===== config.mk =====
export PLATFORM = sky130hd
export DESIGN_NAME = accum_prod_to_posit16_es3
export DESIGN_NICKNAME = d
export VERILOG_FILES = /design/src/rtl/posit_defines_es3.sv /design/src/rtl/posit16_es3_round.sv /design/src/rtl/accum_prod_to_posit16_es3.sv
export SDC_FILE = /design/constraint.sdc
export NUM_CORES = 1
export LEC_CHECK = 0
export CORE_ASPECT_RATIO = 0.6
export CORE_UTILIZATION = 53
export DETAILED_ROUTE_END_ITERATION = 10
export PLACE_DENSITY = 0.75
export REMOVE_ABC_BUFFERS = 1
export SLEW_MARGIN = 20
export SYNTH_ARGS = -nofsm -noshare
export SYNTH_HDL_FRONTEND = slang
export SYNTH_SLANG_ARGS = --single-unit

===== constraint.sdc =====
create_clock -name clk -period 11 [get_ports clk]
set_clock_uncertainty 0.2 [all_clocks]
set_input_delay 2.2 -clock clk [delete_from_list [all_inputs] [get_ports clk]]
set_output_delay 2.2 -clock clk [all_outputs]
set_load 0.01 [all_outputs]

===== src/rtl/posit_defines_es3.sv =====
// Shared widths, posit<16,3> constants and helper types for the accumulator-to-posit path.
// The accumulator serialisation is {sgn, scale, fraction, inf, zero}, MSB to LSB.
package posit_defines_es3;

    localparam int FBITS_ACCUM = 24;
    localparam int SCALE_BITS  = 10;
    localparam int POSIT_SERIALIZED_WIDTH_ACCUM_PROD_ES3 = 1 + SCALE_BITS + FBITS_ACCUM + 2;

    localparam logic [15:0] POSIT16_ES3_MAXPOS = 16'h7FFF;
    localparam logic [15:0] POSIT16_ES3_MINPOS = 16'h0001;
    localparam logic [15:0] POSIT16_ES3_NAR    = 16'h8000;
    localparam logic signed [9:0] POSIT16_ES3_SCALE_MAX = 10'sd111;
    localparam logic signed [9:0] POSIT16_ES3_SCALE_MIN = -10'sd120;

    // Zero padding below the fraction so that no regime shift ever drops a bit.
    localparam int REGIME_PAD = 14;
    localparam int ASM_W      = 2 + 3 + FBITS_ACCUM + REGIME_PAD;

    typedef struct packed {
        logic                    sgn;
        logic signed [9:0]       scale;
        logic [FBITS_ACCUM-1:0]  fraction;
        logic                    inf;
        logic                    zero;
    } value_accum_prod;

    typedef struct packed {
        logic        sgn;
        logic        inf;
        logic        zero;
        logic        satmax;
        logic        satmin;
        logic [14:0] mag;
        logic        guard;
        logic        sticky;
    } assembled_t;

    function automatic logic [ASM_W-1:0] shift_right(input logic [ASM_W-1:0] v,
                                                      input logic [4:0] amt,
                                                      input logic fill);
        logic [2*ASM_W-1:0] wide;
        wide = {{ASM_W{fill}}, v} >> amt;
        return wide[ASM_W-1:0];
    endfunction

endpackage


===== src/rtl/posit16_es3_round.sv =====
// Round-to-nearest-even, magnitude clamp, sign and special-value encoding for posit<16,3>.
module posit16_es3_round
    import posit_defines_es3::*;
(
    input  assembled_t  val_i,
    output logic [15:0] posit_o,
    output logic        inexact_o
);

    logic        inc;
    logic [15:0] sum;
    logic [15:0] mag;

    always_comb begin
        inc = val_i.guard & (val_i.sticky | val_i.mag[0]);
        sum = {1'b0, val_i.mag} + {15'd0, inc};
        mag = sum;
        // A finite nonzero value never encodes as zero or NaR.
        if (val_i.satmax || sum[15]) begin
            mag = POSIT16_ES3_MAXPOS;
        end else if (val_i.satmin || (sum == 16'd0)) begin
            mag = POSIT16_ES3_MINPOS;
        end
        posit_o   = val_i.sgn ? (~mag + 16'd1) : mag;
        inexact_o = val_i.guard | val_i.sticky | val_i.satmax | val_i.satmin;
        if (val_i.inf) begin
            posit_o   = POSIT16_ES3_NAR;
            inexact_o = 1'b0;
        end else if (val_i.zero) begin
            posit_o   = 16'h0000;
            inexact_o = 1'b0;
        end
    end

endmodule


===== src/rtl/accum_prod_to_posit16_es3.sv =====
// Three-stage pipeline (decode, assemble, round/encode) converting a raw accumulator value
// to posit<16,3>. valid/ready: a transfer happens on a rising edge where valid & ready are both high.
module accum_prod_to_posit16_es3
    import posit_defines_es3::*;
(
    input  logic                                             clk,
    input  logic                                             rst,
    input  logic [POSIT_SERIALIZED_WIDTH_ACCUM_PROD_ES3-1:0] in_accum,
    input  logic                                             in_truncated,
    input  logic                                             in_valid,
    output logic                                             in_ready,
    output logic [15:0]                                      out_posit,
    output logic                                             out_inexact,
    output logic                                             out_valid,
    input  logic                                             out_ready
);

    logic adv;
    value_accum_prod in_val;

    // Stage 1 registers
    value_accum_prod s1_val_q;
    logic            s1_trunc_q, s1_valid_q, s1_satmax_q, s1_satmin_q;
    logic [6:0]      s1_k_q, s1_k_d;
    logic [2:0]      s1_e_q, s1_e_d;
    logic            s1_satmax_d, s1_satmin_d;

    // Stage 2 registers
    assembled_t      s2_q, s2_d;
    logic            s2_valid_q;

    // Stage 3 registers
    logic [15:0]     s3_posit_q, s3_posit_d;
    logic            s3_inexact_q, s3_inexact_d, s3_valid_q;

    logic            neg_k;
    logic [4:0]      shamt;
    logic [ASM_W-1:0] asm_vec, asm_shifted;

    assign adv      = ~s3_valid_q | out_ready;
    assign in_ready = adv;
    assign in_val   = in_accum;

    always_comb begin
        s1_k_d      = in_val.scale[9:3];  // floor(scale / 8)
        s1_e_d      = in_val.scale[2:0];
        s1_satmax_d = in_val.scale > POSIT16_ES3_SCALE_MAX;
        s1_satmin_d = in_val.scale < POSIT16_ES3_SCALE_MIN;
    end

    // k >= 0 starts from "10" and fills with ones; k < 0 starts from "01" and fills with zeros.
    always_comb begin
        neg_k       = s1_k_q[6];
        shamt       = neg_k ? ~s1_k_q[4:0] : s1_k_q[4:0];
        asm_vec     = {~neg_k, neg_k, s1_e_q, s1_val_q.fraction, {REGIME_PAD{1'b0}}};
        asm_shifted = shift_right(asm_vec, shamt, ~neg_k);
        s2_d.sgn    = s1_val_q.sgn;
        s2_d.inf    = s1_val_q.inf;
        s2_d.zero   = s1_val_q.zero;
        s2_d.satmax = s1_satmax_q;
        s2_d.satmin = s1_satmin_q;
        s2_d.mag    = asm_shifted[ASM_W-1 -: 15];
        s2_d.guard  = asm_shifted[ASM_W-16];
        s2_d.sticky = (|asm_shifted[ASM_W-17:0]) | s1_trunc_q;
    end

    posit16_es3_round u_round (
        .val_i     (s2_q),
        .posit_o   (s3_posit_d),
        .inexact_o (s3_inexact_d)
    );

    always_ff @(posedge clk or posedge rst) begin
        if (rst) begin
            s1_val_q     <= '0;
            s1_trunc_q   <= 1'b0;
            s1_k_q       <= '0;
            s1_e_q       <= '0;
            s1_satmax_q  <= 1'b0;
            s1_satmin_q  <= 1'b0;
            s1_valid_q   <= 1'b0;
            s2_q         <= '0;
            s2_valid_q   <= 1'b0;
            s3_posit_q   <= 16'h0000;
            s3_inexact_q <= 1'b0;
            s3_valid_q   <= 1'b0;
        end else if (adv) begin
            s1_val_q     <= in_val;
            s1_trunc_q   <= in_truncated;
            s1_k_q       <= s1_k_d;
            s1_e_q       <= s1_e_d;
            s1_satmax_q  <= s1_satmax_d;
            s1_satmin_q  <= s1_satmin_d;
            s1_valid_q   <= in_valid;
            s2_q         <= s2_d;
            s2_valid_q   <= s1_valid_q;
            s3_posit_q   <= s3_posit_d;
            s3_inexact_q <= s3_inexact_d;
            s3_valid_q   <= s2_valid_q;
        end
    end

    assign out_posit   = s3_posit_q;
    assign out_inexact = s3_inexact_q;
    assign out_valid   = s3_valid_q;

endmodule


# ---- After elaboration in Yosys (flattened, before gate mapping)
# Cells that the tools add are included.
dict set report word_totals {
  reg_bits 82
  word_cells 50
  out_inout_bits 19
  ramBits 0
  inputBits 42
  memories 0
  romBits 0
  latch_bits 0
}
dict set report op_classes {
  n_reduce_logical 4
  div_mod_pow 0
  n_mul 0
  bitwise 11
  n_eq_ne 0
  order_cmp 2
  add_sub_neg 2
  shifts 1
  mux 8
}
# cell count
set ops {}
lappend ops {{86-bit by 5-bit >> shifter with 43-bit output} 1}
lappend ops {{16-bit 2-to-1 mux} 5}
lappend ops {{27-bit OR reduction} 1}
lappend ops {{15-bit by 1-bit adder with 16-bit output} 1}
lappend ops {{16-bit by 1-bit adder with 16-bit output, second input constant} 1}
lappend ops {{16-bit logical NOT} 1}
lappend ops {{16-bit NOT} 1}
lappend ops {{10-bit by 8-bit greater-than comparator with 1-bit output, second input constant} 1}
lappend ops {{10-bit by 8-bit < comparator with 1-bit output, second input constant} 1}
lappend ops {{1-bit OR} 6}
lappend ops {{5-bit 2-to-1 mux} 1}
lappend ops {{5-bit NOT} 1}
lappend ops {{1-bit logical OR} 2}
lappend ops {{1-bit 2-to-1 mux} 2}
lappend ops {{1-bit NOT} 2}
lappend ops {{1-bit AND} 1}

# ---- Logic depth before layout (Yosys ltp)
dict set report logic_depth {
  ltp_word 12
  mapped_depth 16
  depth_no_buf 15
}

# ---- Modules after synthesis
# A second synthesis with hierarchy kept.
dict set report hier_totals {
  hier_cells 880
  area_unflattened_um2 6819.0
}
# mod seq_area_each_um2 instances cells_each area_per_inst_um2
set modules_own_cells {}
lappend modules_own_cells {accum_prod_to_posit16_es3 2026.9 1 670 5492.8}
lappend modules_own_cells {posit16_es3_round 0.0 1 210 1326.3}

# ---- Worst setup path before layout
# OpenSTA, ideal clock, no wires.
dict set report synth_timing {
  kind {input to output}
  startpoint {in out_ready}
  endpoint {out in_ready}
  path_stages 4
  arrival_ps 2955
  n_path_buf 2
  path_slack_ps 5645
  path_cell_list {nor2b_1 > clkbuf_1 > inv_2 > buf_1}
}
dict set report synth_via {
  elab_chain_cells 1
}
# item line
set synth_rtl {}
lappend synth_rtl {{start, declared} accum_prod_to_posit16_es3.sv:15} ;# input logic out_ready
lappend synth_rtl {{1-bit OR} accum_prod_to_posit16_es3.sv:40} ;# assign adv = ~s3_valid_q | out_ready;
lappend synth_rtl {{end, declared} accum_prod_to_posit16_es3.sv:11} ;# output logic in_ready,
# No other way between the ends.

# ---- Final worst setup path
# Same ends and word-level chain as after synthesis.

==> results.md <==
* Setup crit end: in_ready
* Vias in the first global route at 5711
* Leak Pwr at 0.00300 µW
* PwrDens at 262 mW/mm²
* Reg2reg start: s2_q[0]
* Layout Nets at 868
* Initial Utilization at 55.1%
* Max Fclk at 0.164 GHz
* CTS tree: built
* Min cycle time layout at 6.09 ns
* Residual DRC count at 0
* Syn avg cell area at 7.82 µm²
* Share of post-route cells with drive strength above 1 at 6.76%
* CP startpoint kind: primary input
* Placed Cells incl. Taps at 972
* Reg2reg setup slack at 6.31 ns
* Die Y at 86.4 µm
* Worst Tran Pin Value at 1.07 ns
* Clock sink count at 81
* All-Layer GR Usage at 33.2%
* Min-delay worst type: reg -> reg
* Via density at 6.40
* Async SR Flop Fraction at 100%
* Length of the first detailed-routing pass in iterations at 5
* RR Endpoint: out_posit[4]
* Initial antenna violation count at 0
* Port Buf Inserts at 60
* Setup TNS at 0 ns
* Dpl cell area at 0.00690 mm²
* Post-route insts no fill at 988
* Total congestion overflow at 0
* Row count at 30
* Die width at 143 µm
* Yosys warns at 0
* Hold_sp: s1_val_q[1]
* Post-synthesis cell type count at 83
* R2R depth at 14
* Post-Syn Area at 0.00629 mm²
* Clock Path Buffers at 2
* Design Area, Final at 0.00722 mm²
* Ys flop type: dfrtp_1
* CTS Hold Bufs at 0
* Cells after Synth at 804
* Sequential-to-total area share from yosys stat at 32.2%
* Core Area at 0.0114 mm²
* Critical path origin: out_ready
* Gpl congestion at 0.960
* Fill cell count at 1021
* Unrepaired setup endpoints after global routing: false
* Wire length of the first global-routing pass at 31300 µm
* Hpwl dp at 13700 µm
* Slew margin rel. at 27.9%
* Max-cap violation count at 0
* Largest net degree at the start of global routing at 82
* Period Utilization, post-route at 55.3%
* Via Count at 6319
* Setup violations, final at 0
* Drt wl/cell at 19.5 µm
* Max-slew violations at 0
* Die area at 0.0123 mm²
* Synth-to-Final Area Change at 14.9%
* Worst Slack Setup Final at 4.91 ns
* Clk_lat worst skew at 0.35 ns
* Fin. Hold Viols at 0
* FF+latch count, synth at 81
* Critical path capture point type: output pin
* H-tree Lvls at 3
* Clock buffer count from CTS at 9
* Clock transition at path regs at 0.07 ns
* Final ANT Viol Nets at 0
* Status: finished clean
* Post CTS Setup Buffer Count at 0
* Setup Crit Path Kind: in -> out
* Root Driver: clkbuf_16
* I/O pin count at 61
* Max VDD drop at 0.000146 V
* Arr. time, crit path at 3.69 ns
* Critical-path maximum fanout at 40
* Drt first-iter violations at 884
* Wirelength, routed at 19300 µm
* Ant diodes at 0
* Worst EP required at 8.60 ns
* Post-synth EDFFs at 0
* Resized Gates After CTS at 0
* Pre-CTS setup slack at 4.90 ns
-- registers in the layout (all words and copies together), names as in the netlist --
signal / count
asm_vec: 24
s1_satmax_q: 1
s1_e_q: 3
s1_valid_q: 1
out_valid: 1
s2_valid_q: 1
s1_val_q: 3
s2_q: 22
out_posit: 16
s1_trunc_q: 1
s1_satmin_q: 1
s1_k_q: 6
out_inexact: 1
-- placed cells by master, fill, tap and decap left out, drive strengths merged, types with 13 or more instances in the layout --
cell type	synthesis	routed
a21oi	39	39
inv	15	18
nand2	178	178
buf	24	13
nor3	23	23
mux2i	21	21
o21ai	59	59
nand3	17	17
nor2	67	67
dfrtp	81	81
a211oi	16	16
clkdlybuf4s50	0	60
-- where the power goes --
group          internal (µW)  switching [µW]  total (µW)
combinational            411             609        1020
sequential               393             152         545
clock                    183             143         326
total                    987             904        1890
-- logic make-up (layout without fill, tap and decap cells) --
family / Yosys count / in the layout / share of synthesized area (%)
AOI/OAI and AO/OA: 216 / 216 / 23.5
buffers and inverters: 80 / 104 / 5.61
and+or+nand+nor: 373 / 373 / 28.0
DFF: 81 / 81 / 32.2
xor gates and xnor gates: 21 / 21 / 3.58
adders and majority gates: 3 / 3 / 0.597
muxes: 30 / 30 / 6.39
-- routing by layer --
| layer | share of wire (%) | GRT usage, % | wire length (µm) |
|---|---|---|---|
| met1 | 51 | 54.4 | 9780 |
| met2 | 37 | 42.1 | 7180 |
| met5 | 0 | 0 | 0 |
| met3 | 11 | 9.12 | 2170 |
| met4 | 0.83 | 5.96 | 161 |
-- critical path, cell delays in order --
cell and delay [ns]:
clkdlybuf4s50_1 0.44, nor2b_4 0.11, buf_4 0.38, inv_2 0.06, clkdlybuf4s50_1 0.49
-- final cells by class --
cell class,count,area (µm²),area share (%)
multi-input cells,643,3920,54.2
flip-flops and latches,81,2030,28.1
clock inverters,7,95.1,1.32
repair buffers,73,702,9.72
clock buffers,9,225,3.12
well taps,160,200,2.77
inverters,15,57.6,0.797
-- how the worst min path moves through the flow --
stage                  endpoint  cells past startpoint
finish              s1_val_q[1]                      2
global route          out_valid                      1
CTS                 s1_val_q[1]                      2
detailed placement   s2_valid_q                      2
global placement     s2_valid_q                      2
floorplan            s2_valid_q                      2
-- synth_stat cells, types with 11 or more instances --
cell      number  area [µm²]
o21ai_0       59         295
clkbuf_1      41         154
nand2b_1      11        68.8
inv_1         14        52.6
nand2_1      178         668
dfrtp_1       81        2030
nor2_1        67         251
nor3_1        23         115
nand3_1       17        85.1
a211oi_1      16         120
mux2i_1       21         210
a21oi_1       39         195
-- through the flow --
step	hold slack, ns	power (µW)	util, %
2_1_floorplan	0.230	1190	-
3_3_place_gp	0.250	1510	60.5
3_5_place_dp	0.252	1530	60.5
4_1_cts	0.272	1870	63.3
5_1_grt	0.304	2020	63.3
6_report	0.270	1890	63.3
Note: power is estimated with default switching activity, not from simulation.
